File: config.mk
export PLATFORM = sky130hd
export DESIGN_NAME = key_debounce
export DESIGN_NICKNAME = d
export VERILOG_FILES = /design/src/rtl/key_pkg.sv /design/src/rtl/key_debounce_ch.sv /design/src/rtl/key_debounce.sv
export SDC_FILE = /design/constraint.sdc
export NUM_CORES = 1
export LEC_CHECK = 0
export ABC_CLOCK_PERIOD_IN_PS = 4500
export CAP_MARGIN = 30
export CORE_MARGIN = 2
export CORE_UTILIZATION = 55
export CTS_BUF_LIST = sky130_fd_sc_hd__clkbuf_8
export CTS_CLUSTER_SIZE = 14
export DETAILED_ROUTE_END_ITERATION = 12
export PLACE_DENSITY = 0.76
export SYNTH_ARGS = -nofsm -noshare
export SYNTH_HDL_FRONTEND = slang
export SYNTH_HIERARCHICAL = 1
export SYNTH_SLANG_ARGS = --single-unit
export TNS_END_PERCENT = 1
File: constraint.sdc
create_clock -name clk -period 4.5 [get_ports clk]
set_input_delay 1.35 -clock clk [delete_from_list [all_inputs] [get_ports clk]]
set_output_delay 1.35 -clock clk [all_outputs]
set_load 0.005 [all_outputs]
File: src/rtl/key_pkg.sv
// rtl/key_pkg.sv - shared state encoding, default clock rate and ms-to-cycles helper for key_debounce
package key_pkg;

   localparam int KEY_CLK_HZ_DEFAULT = 50_000_000;

   typedef enum logic [1:0] {
      REL    = 2'd0,
      WAIT_P = 2'd1,
      PRS    = 2'd2,
      WAIT_R = 2'd3
   } key_state_t;

   // Whole-ms clock count, clamped so a zero-length window still takes one cycle.
   function automatic int ms_to_cycles(input int clk_hz, input int ms);
      int c;
      c = clk_hz / 1000 * ms;
      if (c < 1) c = 1;
      return c;
   endfunction

endpackage

File: src/rtl/key_debounce_ch.sv
// rtl/key_debounce_ch.sv - one key: 2-flop synchroniser, debounce FSM, event pulses
// Hold counter and key_long pulse exist only when KEY_LONG_PRESS_EN is defined.
module key_debounce_ch
   import key_pkg::*;
#(
   parameter int DB_CYCLES   = 4,
   parameter int LONG_CYCLES = 10
)(
   input  logic clk,
   input  logic rst_n,
   input  logic key_raw,
   output logic key_db,
   output logic key_press,
   output logic key_release,
   output logic key_long
);

   localparam int               CNT_W   = (DB_CYCLES > 1) ? $clog2(DB_CYCLES) : 1;
   localparam logic [CNT_W-1:0] CNT_MAX = CNT_W'(DB_CYCLES - 1);

   logic             r_s1, r_s;
   key_state_t       r_state, w_state_nxt;
   logic [CNT_W-1:0] r_cnt, w_cnt_nxt;
   logic             r_db, w_db_nxt;
   logic             r_press, w_press_nxt;
   logic             r_release, w_release_nxt;

   always_ff @(posedge clk) begin
      if (!rst_n) begin
         r_s1      <= 1'b1;
         r_s       <= 1'b1;
         r_state   <= REL;
         r_cnt     <= '0;
         r_db      <= 1'b1;
         r_press   <= 1'b0;
         r_release <= 1'b0;
      end else begin
         r_s1      <= key_raw;
         r_s       <= r_s1;
         r_state   <= w_state_nxt;
         r_cnt     <= w_cnt_nxt;
         r_db      <= w_db_nxt;
         r_press   <= w_press_nxt;
         r_release <= w_release_nxt;
      end
   end

   // Any return of s to the old level inside a wait aborts it; cnt saturates at CNT_MAX.
   always_comb begin
      w_state_nxt   = r_state;
      w_cnt_nxt     = r_cnt;
      w_db_nxt      = r_db;
      w_press_nxt   = 1'b0;
      w_release_nxt = 1'b0;
      case (r_state)
         REL: begin
            if (!r_s) begin
               w_state_nxt = WAIT_P;
               w_cnt_nxt   = '0;
            end
         end
         WAIT_P: begin
            if (r_s) begin
               w_state_nxt = REL;
            end else if (r_cnt == CNT_MAX) begin
               w_state_nxt = PRS;
               w_db_nxt    = 1'b0;
               w_press_nxt = 1'b1;
            end else begin
               w_cnt_nxt = r_cnt + 1'b1;
            end
         end
         PRS: begin
            if (r_s) begin
               w_state_nxt = WAIT_R;
               w_cnt_nxt   = '0;
            end
         end
         WAIT_R: begin
            if (!r_s) begin
               w_state_nxt = PRS;
            end else if (r_cnt == CNT_MAX) begin
               w_state_nxt   = REL;
               w_db_nxt      = 1'b1;
               w_release_nxt = 1'b1;
            end else begin
               w_cnt_nxt = r_cnt + 1'b1;
            end
         end
         default: w_state_nxt = REL;
      endcase
   end

   assign key_db      = r_db;
   assign key_press   = r_press;
   assign key_release = r_release;

`ifdef KEY_LONG_PRESS_EN
   localparam int                HOLD_W    = $clog2(LONG_CYCLES + 1);
   localparam logic [HOLD_W-1:0] HOLD_MAX  = HOLD_W'(LONG_CYCLES);
   localparam logic [HOLD_W-1:0] HOLD_LAST = HOLD_W'(LONG_CYCLES - 1);

   logic [HOLD_W-1:0] r_hold, w_hold_nxt;
   logic              r_long, w_long_nxt;

   always_ff @(posedge clk) begin
      if (!rst_n) begin
         r_hold <= '0;
         r_long <= 1'b0;
      end else begin
         r_hold <= w_hold_nxt;
         r_long <= w_long_nxt;
      end
   end

   // Cleared only on an accepted press, so a release bounce back into PRS cannot re-arm it.
   always_comb begin
      w_hold_nxt = r_hold;
      w_long_nxt = 1'b0;
      if (r_state == WAIT_P && w_state_nxt == PRS) begin
         w_hold_nxt = '0;
      end else if ((r_state == PRS || r_state == WAIT_R) && r_hold < HOLD_MAX) begin
         w_hold_nxt = r_hold + 1'b1;
         w_long_nxt = (r_hold == HOLD_LAST);
      end
   end

   assign key_long = r_long;
`else
   assign key_long = 1'b0;
`endif

endmodule

File: src/rtl/key_debounce.sv
// rtl/key_debounce.sv - N_KEYS independent debounced push buttons with press/release/long pulses
// Optional long-press detection is enabled by defining KEY_LONG_PRESS_EN.
module key_debounce
   import key_pkg::*;
#(
   parameter int CLK_HZ      = KEY_CLK_HZ_DEFAULT,
   parameter int DEBOUNCE_MS = 20,
   parameter int LONG_MS     = 1000,
   parameter int N_KEYS      = 2
)(
   input  logic              clk,
   input  logic              rst_n,
   input  logic [N_KEYS-1:0] key_raw,
   output logic [N_KEYS-1:0] key_db,
   output logic [N_KEYS-1:0] key_press,
   output logic [N_KEYS-1:0] key_release,
   output logic [N_KEYS-1:0] key_long
);

   localparam int DB_CYCLES   = ms_to_cycles(CLK_HZ, DEBOUNCE_MS);
   localparam int LONG_CYCLES = ms_to_cycles(CLK_HZ, LONG_MS);

   for (genvar g = 0; g < N_KEYS; g++) begin : g_key
      key_debounce_ch #(
         .DB_CYCLES   (DB_CYCLES),
         .LONG_CYCLES (LONG_CYCLES)
      ) u_ch (
         .clk         (clk),
         .rst_n       (rst_n),
         .key_raw     (key_raw[g]),
         .key_db      (key_db[g]),
         .key_press   (key_press[g]),
         .key_release (key_release[g]),
         .key_long    (key_long[g])
      );
   end

endmodule

== After elaboration in Yosys (flattened, before gate mapping) ==
Cells that the tools add are included.

* $add $sub $neg: 2
* Multiply operators: 0
* Divide/modulo/power cells: 0
* Magnitude comparators: 0
* Equal/unequal tests: 24
* Shifts and indexed selects: 0
* Muxes and demuxes: 38
* Bitwise logic cells: 3
* Reduce and logical (&&, ||, !) cells: 14

{| class="wikitable"
|+ Operator list
! kind !! count
|-
| 20-bit 2-to-1 mux || 10
|-
| 20-bit one-hot mux with 4 select lines || 2
|-
| 20-bit by 1-bit adder with 20-bit output (second input constant) || 2
|-
| 20-bit equality test (second input constant) || 2
|-
| 2-bit 2-to-1 mux || 12
|-
| 2-bit by 1-bit inequality test with 1-bit output (second input constant) || 8
|-
| 2-bit one-hot mux with 4 select lines || 2
|-
| 4-bit AND reduction || 4
|-
| 1-bit 2-to-1 mux || 10
|-
| 5-bit AND reduction || 2
|-
| 2-bit equality test (second input constant) || 4
|-
| 2-bit inequality test (second input constant) || 4
|-
| 3-bit by 1-bit inequality test with 1-bit output (second input constant) || 2
|-
| 3-bit inequality test (second input constant) || 2
|-
| 3-bit AND reduction || 2
|-
| 3-bit OR reduction || 2
|-
| 2-bit by 1-bit equality test with 1-bit output (second input constant) || 2
|-
| 2-bit zero test || 2
|-
| 1-bit one-hot mux with 2 select lines || 2
|-
| 2-bit nonzero test || 2
|-
| 1-bit inverter || 3
|}

* Bits in registers: 54
* Bits in latches: 0
* RAM bits: 0
* ROM bits: 0
* Output and inout port bits: 8
* Logic and storage cells: 95
* Memories kept: 0

== Depth between registers and ports, before layout ==
Gate-level depths: netlist (run 1).

* Word-level depth: 4
* Gate-level depth with buffers: 8
* Depth with buffers taken out: 6

== Modules after synthesis ==
The synthesis (run 1) kept the hierarchy.

{| class="wikitable"
|+ Modules (own cells, without submodules)
! module !! times used !! cells each !! area an instance (um2)
|-
| key_debounce_ch || 2 || 173 || 1481.4
|}

== Worst setup path before layout (run 1) ==
Ideal clock, no wire load.

* Path type: input to register
* Start point: input port rst_n
* End point: register g_key[0].u_ch.r_cnt[17]
* Library setup time: 69 ps
* Arrival: 1964 ps
* Required time: 4431 ps
* Slack: 2467 ps
* Stages on the path: 3
* Cells stage by stage: inv_1 or4_1 o21ai_1

{| class="wikitable"
|+ RTL lines
! item !! line !! source
|-
| start, declared || key_debounce.sv:12 || <nowiki>input logic rst_n,</nowiki>
|-
| end signal, assigned || key_debounce_ch.sv:41 || <nowiki>r_cnt <= w_cnt_nxt;</nowiki>
|-
| end, declared || key_debounce_ch.sv:23 || <nowiki>logic [CNT_W-1:0] r_cnt, w_cnt_nxt;</nowiki>
|}

==> results of run 1 <==
-- routing by layer --
layer | global-route usage | wire [um] | vias to the layer above
li1 | - | - | 1271
met1 | 0.2888 | 2944 | 1163
met2 | 0.3278 | 2602 | 65
met3 | 0.04070 | 312 | 7
met4 | 0.07321 | 70 | 0
met5 | 0 | 0 | -
-- power by group --
group / internal [mW] / switching (mW) / total (mW)
Clock: 0.237 / 0.163 / 0.400
Combinational: 0.00962 / 0.0212 / 0.0308
Sequential: 0.480 / 0.00578 / 0.486
Total: 0.727 / 0.190 / 0.917
-- critical path, stage by stage --
cell             delay, ns
clkdlybuf4s50_1       0.62
inv_1                 0.32
or4_1                 0.57
o21ai_1               0.08
-- final cells by class --
type / count / area, um^2
fill: 468 / 2047
multi-input combinational: 266 / 1677
sequential: 54 / 1081
timing repair buffer: 10 / 97.59
tap: 70 / 87.58
clock buffer: 6 / 82.58
clock inverter: 2 / 60.06
inverter: 2 / 7.507
-- how the worst min path moves through the flow --
stage,start,to,slack [ns]
global placement,g_key[1].u_ch/r_s1,g_key[1].u_ch/r_s,0.39
detailed placement,g_key[1].u_ch/r_s1,g_key[1].u_ch/r_s,0.40
global route,g_key[1].u_ch/r_s1,g_key[1].u_ch/r_s,0.44
finish,g_key[1].u_ch/r_s1,g_key[1].u_ch/r_s,0.42
CTS,g_key[1].u_ch/r_s1,g_key[1].u_ch/r_s,0.42
floorplan,g_key[0].u_ch/r_s1,g_key[0].u_ch/r_s,0.39
-- cells in the mapped netlist (4+ instances only) --
library cell / n / area (um^2)
clkbuf_1: 6 / 22.52
nand2b_1: 6 / 37.54
o21ai_0: 10 / 50.05
nor2_1: 24 / 90.09
a22oi_1: 4 / 30.03
a21oi_1: 24 / 120.1
or4_1: 12 / 90.09
nor3_1: 8 / 40.04
and4_1: 4 / 35.03
or3_1: 6 / 37.54
nand3_1: 20 / 100.1
and3_1: 4 / 25.02
a31oi_1: 4 / 25.02
nand4_1: 8 / 50.05
a211oi_1: 6 / 45.04
dfxtp_1: 54 / 1081
nand2_1: 52 / 195.2
buf_6: 10 / 112.6
o21ai_1: 12 / 60.06
nand3b_1: 4 / 30.03
nor4b_2: 4 / 60.06
o221a_1: 4 / 45.04
buf_2: 4 / 20.02
-- through the flow --
stage               worst slack, ns    util
finish                        1.785  0.6018
global route                  1.676  0.6018
global placement              1.498  0.5740
detailed placement            1.476  0.5740
floorplan                     2.467       -
CTS                           1.801  0.6018
-- flip-flops by register name, indices dropped and copies added, names as in the netlist, named ones only --
signal / cells
g_key.u_ch/r_state: 2
g_key.u_ch/key_db: 2
g_key.u_ch/key_release: 2
g_key.u_ch/r_s1: 2
g_key.u_ch/r_cnt: 40
g_key.u_ch/r_s: 2
g_key.u_ch/key_press: 2
-- cell usage in the layout, fill, tap and decap left out, drive strengths merged, types with 4 or more instances in the layout --
cell type	netlist	routed
nor4b	4	4
nand4	10	10
o21ai	24	24
a211oi	6	6
nand3	22	22
clkbuf	8	6
o221a	4	4
a31oi	4	4
or3	6	6
and4	6	6
clkdlybuf4s50	0	9
a22oi	4	4
a21oi	24	24
dfxtp	54	54
or4	12	12
nand2b	6	6
and3	6	6
nand3b	4	4
nand2	52	52
o31a	4	4
nor3	8	8
o211ai	4	4
nor2	24	24
and2	4	4
-- logic make-up after synthesis --
kind of cell	Yosys count
DFF	54
other	2
muxes	4
xor gates and xnor gates	4
AOI/OAI and AO/OA	86
buffers and inverters	26
and+or+nand+nor	168
adders and majority gates	2
==> impl_metrics.py, run 1 <==
metrics = {
    "run_status": {
        "outcome": "finished clean",
    },
    "job": {
        "cap_violations": 0,
    },
    "synthesis": {
        "yosysWarnings": 6,
        "synth_top_family_by_area": "simple AND/OR/NAND/NOR gates",
        "synthAdderAreaFrac": 0.008446,
        "synth.yosys.seq_area_share": 0.3649,
        "synth_mux_area_frac": 0.01436,
        "synth-xor-area-share": 0.02449,
        "synth_edf_count": 0,
        "async_flop_share": 0,
        "synth_nets": 352,
        "synth-simple-area-share": 0.3243,
        "syn_inst": 346,
        "synth.distinct_cells": 51,
        "synth_compound_area_frac": 0.1917,
        "synth_ff_type": "dfxtp_1",
        "ys_ff_latch": 54,
        "syn_avg_cell_area_um2": 8.563,
        "netlist_area_um2": 2963,
    },
    "cts": {
        "cts-buffers-inserted": 5,
        "postCtsSetupRepairBufs": 0,
        "clk_pin_slew_ns": 0.10,
        "cts_sinks": 54,
        "cts_hold_buf": 0,
        "cts_tree": "yes",
        "ctsResizeCount": 0,
        "cts-root-buf": "clkbuf_8",
        "cts_buffer_depth": 2,
        "h-tree-depth": 2,
        "clk_latency_ns": 0.31,
    },
    "sta": {
        "post-route-period-util": 0.6034,
        "period_needed_ns": 2.715,
        "hold_ws_ns": 0.4178,
        "rsz0062_at_grt": "false",
        "relSlewSlack": 0.4219,
        "final_hold_viol_count": 0,
        "finalSetupViolCount": 0,
        "fmax_ghz": 0.3683,
        "clock_skew_ns": 0.006494,
        "maxSlewViolCount": 0,
        "worst_pin_slew_ns": 0.8671,
        "finalSetupTns_ns": 0,
    },
    "power_and_ir_drop": {
        "total_power_mw": 0.9166,
        "p_leak_nw": 1.023,
        "pwr_density_cell_nw_per_um2": 296.4,
        "ir_drop_mv": 0.1957,
    },
    "global_route": {
        "globalRouteTotalUtil": 0.2094,
        "antenna_found_initial": 0,
        "grt_pass1_vias": 2241,
        "grt_pass1_wl_mm": 10.36,
        "grt_max_degree": 37,
        "grt_overflow": 0,
    },
    "die": {
        "die-area_um2": 5990,
        "core-area_um2": 5140,
        "rows": 26,
        "ios": 12,
        "start_util": 0.5764,
        "die_y_um": 77.40,
        "die_w_um": 77.40,
    },
    "cells_and_area": {
        "nNetsFinal": 345,
        "design_area_um2": 3093,
        "stdcell_count": 410,
        "syn2layout_area_growth_pct": 4.392,
        "layout-drive-gt1-share": 0.1088,
        "num_antenna_cells": 0,
    },
    "critical_path": {
        "endpoint_kind": "flop",
        "rrSetupSlack_ns": 2.16,
        "crit_path_end": "g_key[1].u_ch/r_cnt[16]",
        "arrival_ns": 2.96,
        "cp-start-kind": "primary input",
        "cp_max_fo": 17,
        "r2r_end": "g_key[0].u_ch/r_cnt[2]",
        "crit_type": "in -> reg",
        "worstPathRequired_ns": 4.74,
        "startpoint": "rst_n",
        "regToRegStartpoint": "g_key[0].u_ch/r_state[0]",
        "rr_worst_depth": 4,
    },
    "min_path": {
        "min_path_type": "reg -> reg",
        "worstHoldPathCells": 1,
    },
    "drt": {
        "wire_per_inst_um": 14.46,
        "drt_iter0_drc": 246,
        "routed_wl_mm": 5.929,
        "drc": 0,
        "num_vias": 2506,
        "via_per_inst": 6.112,
        "ant_nets": 0,
        "drtPass1Iterations": 4,
    },
    "placement": {
        "dpl.hpwl_mm": 3.837,
        "portBuffers": 9,
        "place_area_um2": 2950,
        "gp_congestion": 0.7700,
        "dp.cells": 402,
    },
}
(Power assumes the default switching activity.)
==> run 2: changes to the inputs <==
- ABC_CLOCK_PERIOD_IN_PS: 4500 -> 2300
- PLACE_DENSITY: 0.76 -> 0.79
- clock period: 4.5 -> 2.3 ns (I/O delays scaled with it)
==> impl_metrics.py, run 2 (synthesized netlist as in run 1, its figures left out) <==
metrics = {
    "critical_path": {
        "r2r_end": "g_key[0].u_ch/r_cnt[12]",
        "crit_path_max_incr_delay_ns": 0.43,
        "arrival_ns": 2.19,
        "cp-start-kind": "flop",
        "rr_worst_depth": 6,
        "crit_type": "reg -> reg",
        "startpoint": "g_key[0].u_ch/r_cnt[0]",
        "rrSetupSlack_ns": 0.30,
        "endpoint_kind": "flop",
        "cp_slowest_cell": "or3_1",
        "regToRegStartpoint": "g_key[0].u_ch/r_cnt[0]",
        "cp_cell_sequence": "ha_1 -> and3_1 -> nand4_4 -> o211ai_2 -> or3_1 -> o41ai_1",
        "worstPathRequired_ns": 2.49,
        "cp_max_fo": 12,
    },
    "cts": {
        "clk_pin_slew_ns": 0.09,
        "cts-root-buf": "clkbuf_8",
        "cts_buffer_depth": 2,
        "postCtsSetupRepairBufs": 0,
        "ctsResizeCount": 0,
        "h-tree-depth": 2,
        "cts_hold_buf": 0,
        "cts_sinks": 54,
        "cts_tree": "yes",
        "cts-buffers-inserted": 5,
        "clk_latency_ns": 0.30,
    },
    "power_and_ir_drop": {
        "combPwrFrac": 0.045,
        "pwr_density_cell_nw_per_um2": 518.6,
        "total_power_mw": 1.628,
        "clock_power_share": 0.374,
        "p_leak_nw": 1.066,
        "power.internal_mw": 1.282,
        "ir_drop_mv": 0.3180,
        "netSwitchingFraction": 0.2124,
        "p_switching_mw": 0.3458,
        "p_seq_frac": 0.581,
    },
    "sta": {
        "final_hold_viol_count": 0,
        "clock_skew_ns": 0.002776,
        "maxSlewViolCount": 0,
        "period_needed_ns": 1.996,
        "relSlewSlack": 0.6484,
        "worst_pin_slew_ns": 0.5259,
        "finalSetupTns_ns": 0,
        "finalSetupViolCount": 0,
        "post-route-period-util": 0.8680,
        "fmax_ghz": 0.5009,
        "rsz0062_at_grt": "false",
    },
    "die": {
        "die_w_um": 77.40,
        "ios": 12,
        "die-area_um2": 5990,
        "rows": 26,
        "die_y_um": 77.40,
        "start_util": 0.5764,
        "core-area_um2": 5140,
    },
    "drt": {
        "via_per_inst": 6.090,
        "drtPass1Iterations": 4,
        "ant_nets": 0,
        "drt_iter0_drc": 191,
        "wire_per_inst_um": 14.10,
        "drc": 0,
        "routed_wl_mm": 5.937,
        "num_vias": 2564,
    },
    "cells_and_area": {
        "num_antenna_cells": 0,
        "largest_reg_flops": 40,
        "syn2layout_area_growth_pct": 5.954,
        "final_common_cell": "dfxtp_1",
        "nNetsFinal": 356,
        "largest_register": "g_key.u_ch/r_cnt",
        "fillers": 457,
        "final_cell_mix": "dfxtp_1 (54), nand2_1 (52), nor2_1 (24), a21oi_1 (24), nand3_1 (20)",
        "layout-drive-gt1-share": 0.1311,
    },
    "global_route": {
        "globalRouteTotalUtil": 0.2072,
        "antenna_found_initial": 0,
        "grt_pass1_wl_mm": 10.48,
        "grt_overflow": 0,
        "grt_max_degree": 26,
        "grt_pass1_vias": 2317,
    },
    "min_path": {
        "min_path_type": "reg -> reg",
        "worstHoldPathCells": 1,
        "min_to": "g_key[1].u_ch/r_s",
        "min_from": "g_key[1].u_ch/r_s1",
    },
    "placement": {
        "dpl.hpwl_mm": 4.202,
        "gp_congestion": 0.8778,
        "portBuffers": 9,
    },
    "run_status": {
        "outcome": "finished clean",
    },
    "job": {
        "cap_violations": 0,
    },
}
[run 2: cell count changes in the layout (fill, tap and decap cells not counted)]
cell,change
clkbuf_8,-1
inv_1,+2
bufinv_16,-1
buf_4,+11
[run 2: per-layer routing]
layer,GRT usage,wire length [um],part of all wire,up-vias
met3,0.02791,277,0.047,2
li1,-,-,-,1286
met2,0.3296,2763,0.47,72
met5,0,0,0,-
met4,0.04821,24,0.0040,0
met1,0.2995,2872,0.48,1204
[run 2: final cells by class]
cell class / count / area, um^2 / share of cell area
inverter: 2 / 7.507 / 0.002391
clock inverter: 3 / 37.54 / 0.01196
multi-input combinational: 266 / 1677 / 0.5341
sequential: 54 / 1081 / 0.3444
tap: 70 / 87.58 / 0.02790
clock buffer: 5 / 68.82 / 0.02192
timing repair buffer: 21 / 180.2 / 0.05739
[run 2: worst max-delay path by stage]
stage,end,cells past startpoint
floorplan,g_key[0].u_ch/r_cnt[17],8
global placement,g_key[1].u_ch/r_cnt[18],4
detailed placement,g_key[0].u_ch/r_cnt[9],4
CTS,g_key[0].u_ch/r_cnt[12],6
global route,g_key[0].u_ch/r_cnt[12],6
finish,g_key[0].u_ch/r_cnt[12],6
[run 2: per-stage QoR]
stage | setup WS [ns] | hold WS (ns) | utilization | std cells | area [um^2]
floorplan | 0.5222 | 0.3863 | - | 346 | 2963
global placement | 0.3001 | 0.3955 | 0.5901 | 413 | 3033
detailed placement | 0.2675 | 0.4027 | 0.5901 | 413 | 3033
CTS | 0.3182 | 0.4312 | 0.6108 | 421 | 3139
global route | 0.1812 | 0.4604 | 0.6108 | 421 | 3139
finish | 0.3036 | 0.4300 | 0.6108 | 421 | 3139
[run 2: power groups by stage]
| stage | registers (mW) | logic, mW | clock network, mW |
|---|---|---|---|
| final | 0.946 | 0.0731 | 0.609 |
| after global routing | 0.948 | 0.0808 | 0.662 |
| after CTS | 0.946 | 0.0721 | 0.633 |
| after detailed placement | 0.968 | 0.0720 | 0 |
| after global placement | 0.968 | 0.0706 | 0 |
| after floorplan | 0.963 | 0.0634 | 0 |
[run 2: critical path, delay by kind of cell (launching register included)]
kind	cells	cell delay (ns)
simple gates	3	0.81
compound gates	2	0.49
fa+ha+maj	1	0.23
flops	1	0.36
==> run 3: changes to the inputs <==
- CORE_UTILIZATION: 55 -> 35
- PLACE_DENSITY: 0.79 -> 0.56
- SKIP_LAST_GASP: default -> 1
==> impl_metrics.py, run 3 (synthesized netlist as in run 1, its figures left out) <==
metrics = {
    "run_status": {
        "outcome": "finished clean",
    },
    "critical_path": {
        "crit_type": "reg -> reg",
        "cp_max_fo": 12,
        "endpoint_kind": "flop",
        "cp-start-kind": "flop",
        "rrSetupSlack_ns": 0.30,
        "r2r_end": "g_key[0].u_ch/r_cnt[10]",
        "worstPathRequired_ns": 2.50,
        "arrival_ns": 2.20,
        "regToRegStartpoint": "g_key[0].u_ch/r_cnt[13]",
        "rr_worst_depth": 5,
    },
    "placement": {
        "place_area_um2": 3082,
        "portBuffers": 9,
        "gp_congestion": 0.7990,
        "dpl.hpwl_mm": 4.262,
    },
    "cts": {
        "ctsResizeCount": 0,
        "clk_latency_ns": 0.30,
        "cts_tree": "yes",
        "cts_hold_buf": 0,
        "cts_buffer_depth": 2,
        "cts_sinks": 54,
        "h-tree-depth": 2,
        "cts-buffers-inserted": 5,
        "clk_pin_slew_ns": 0.10,
        "cts-root-buf": "clkbuf_8",
        "postCtsSetupRepairBufs": 0,
    },
    "sta": {
        "finalSetupTns_ns": 0,
        "period_needed_ns": 2.001,
        "finalSetupViolCount": 0,
        "final_hold_viol_count": 0,
        "maxSlewViolCount": 0,
        "fmax_ghz": 0.4997,
        "post-route-period-util": 0.8701,
        "relSlewSlack": 0.6447,
        "clock_skew_ns": 0.004144,
        "rsz0062_at_grt": "false",
        "worst_pin_slew_ns": 0.5313,
    },
    "drt": {
        "ant_nets": 0,
        "drtPass1Iterations": 4,
        "num_vias": 2527,
        "drc": 0,
        "routed_wl_mm": 6.311,
        "drt_iter0_drc": 188,
        "wire_per_inst_um": 13.87,
        "via_per_inst": 5.554,
    },
    "min_path": {
        "min_from": "g_key[1].u_ch/r_s1",
        "min_to": "g_key[1].u_ch/r_s",
        "worstHoldPathCells": 1,
        "min_path_type": "reg -> reg",
    },
    "global_route": {
        "grt_overflow": 0,
        "grt_max_degree": 43,
        "grt_pass1_wl_mm": 10.94,
        "globalRouteTotalUtil": 0.1470,
        "antenna_found_initial": 0,
        "grt_pass1_vias": 2347,
    },
    "cells_and_area": {
        "final_common_cell": "dfxtp_1",
        "syn2layout_area_growth_pct": 7.686,
        "largest_reg_flops": 40,
        "multi_input_area_um2": 1677,
        "final_cell_mix": "dfxtp_1 (54), nand2_1 (52), nor2_1 (24), a21oi_1 (24), nand3_1 (20)",
        "design_area_um2": 3191,
        "fillers": 843,
        "num_antenna_cells": 0,
        "largest_register": "g_key.u_ch/r_cnt",
        "regArea_um2": 1081,
        "nNetsFinal": 355,
        "layout-drive-gt1-share": 0.1343,
    },
    "job": {
        "cap_violations": 0,
    },
    "die": {
        "die_y_um": 96.01,
        "ios": 12,
        "rows": 33,
        "start_util": 0.3606,
        "die-area_um2": 9217,
        "die_w_um": 96.01,
        "core-area_um2": 8217,
    },
    "power_and_ir_drop": {
        "ir_drop_mv": 0.3900,
        "p_leak_nw": 1.063,
        "pwr_density_cell_nw_per_um2": 520.7,
        "p_seq_frac": 0.570,
        "total_power_mw": 1.661,
        "clock_power_share": 0.385,
        "p_switching_mw": 0.3740,
        "combPwrFrac": 0.046,
        "power.internal_mw": 1.287,
        "netSwitchingFraction": 0.2251,
    },
}
==> run 3: changes by cell type in the layout (fill, tap and decap cells not counted) <==
cell and change:
clkinv_2 +2, buf_12 +1, inv_1 -2, buf_4 -2
==> run 3: worst max-delay path by stage <==
stage	from	endpoint	slack, ns	depth (start not counted)
floorplan	g_key[0].u_ch/r_cnt[0]	g_key[0].u_ch/r_cnt[17]	0.52	8
global placement	rst_n	g_key[1].u_ch/r_cnt[17]	0.15	4
detailed placement	rst_n	g_key[1].u_ch/r_cnt[18]	0.13	4
CTS	g_key[0].u_ch/r_cnt[13]	g_key[0].u_ch/r_cnt[15]	0.28	6
global route	g_key[0].u_ch/r_cnt[14]	g_key[0].u_ch/r_cnt[15]	0.1	6
finish	g_key[0].u_ch/r_cnt[13]	g_key[0].u_ch/r_cnt[10]	0.30	5
==> run 3: critical path, cell delays in order (launching register included) <==
cell and delay (ns):
dfxtp_1 0.38, nor4b_2 0.43, nand3_2 0.22, o211ai_2 0.51, nor3_1 0.10, o221a_1 0.25
==> run 3: power by group through the flow <==
stage | sequential, mW | combinational (mW) | clock, mW
6_report | 0.946 | 0.0757 | 0.639
5_1_grt | 0.948 | 0.0832 | 0.696
4_1_cts | 0.947 | 0.0758 | 0.663
3_5_place_dp | 0.968 | 0.0757 | 0
3_3_place_gp | 0.968 | 0.0757 | 0
2_1_floorplan | 0.963 | 0.0634 | 0
==> run 3: through the flow <==
| step | util | worst slack [ns] | cells | hold slack [ns] |
|---|---|---|---|---|
| 2_1_floorplan | - | 0.5222 | 346 | 0.3863 |
| 3_3_place_gp | 0.3751 | 0.1462 | 447 | 0.3934 |
| 3_5_place_dp | 0.3751 | 0.1261 | 447 | 0.4010 |
| 4_1_cts | 0.3883 | 0.2753 | 455 | 0.4295 |
| 5_1_grt | 0.3883 | 0.09709 | 455 | 0.4565 |
| 6_report | 0.3883 | 0.2988 | 455 | 0.4218 |
==> run 3: cell type report <==
| type | instances | share of cell area |
|---|---|---|
| Clock inverter | 3 | 0.01255 |
| Tap cell | 105 | 0.04118 |
| Clock buffer | 5 | 0.02157 |
| Inverter | 2 | 0.002353 |
| Sequential cell | 54 | 0.3388 |
| Multi-Input combinational cell | 266 | 0.5255 |
| Timing Repair Buffer | 20 | 0.05804 |
==> run 3: layer usage <==
| metal | routed length [um] | GRT usage | share of wire |
|---|---|---|---|
| met5 | 0 | 0 | 0 |
| met4 | 30 | 0.04524 | 0.0048 |
| met3 | 237 | 0.02271 | 0.038 |
| met2 | 2853 | 0.2286 | 0.45 |
| met1 | 3189 | 0.2088 | 0.51 |
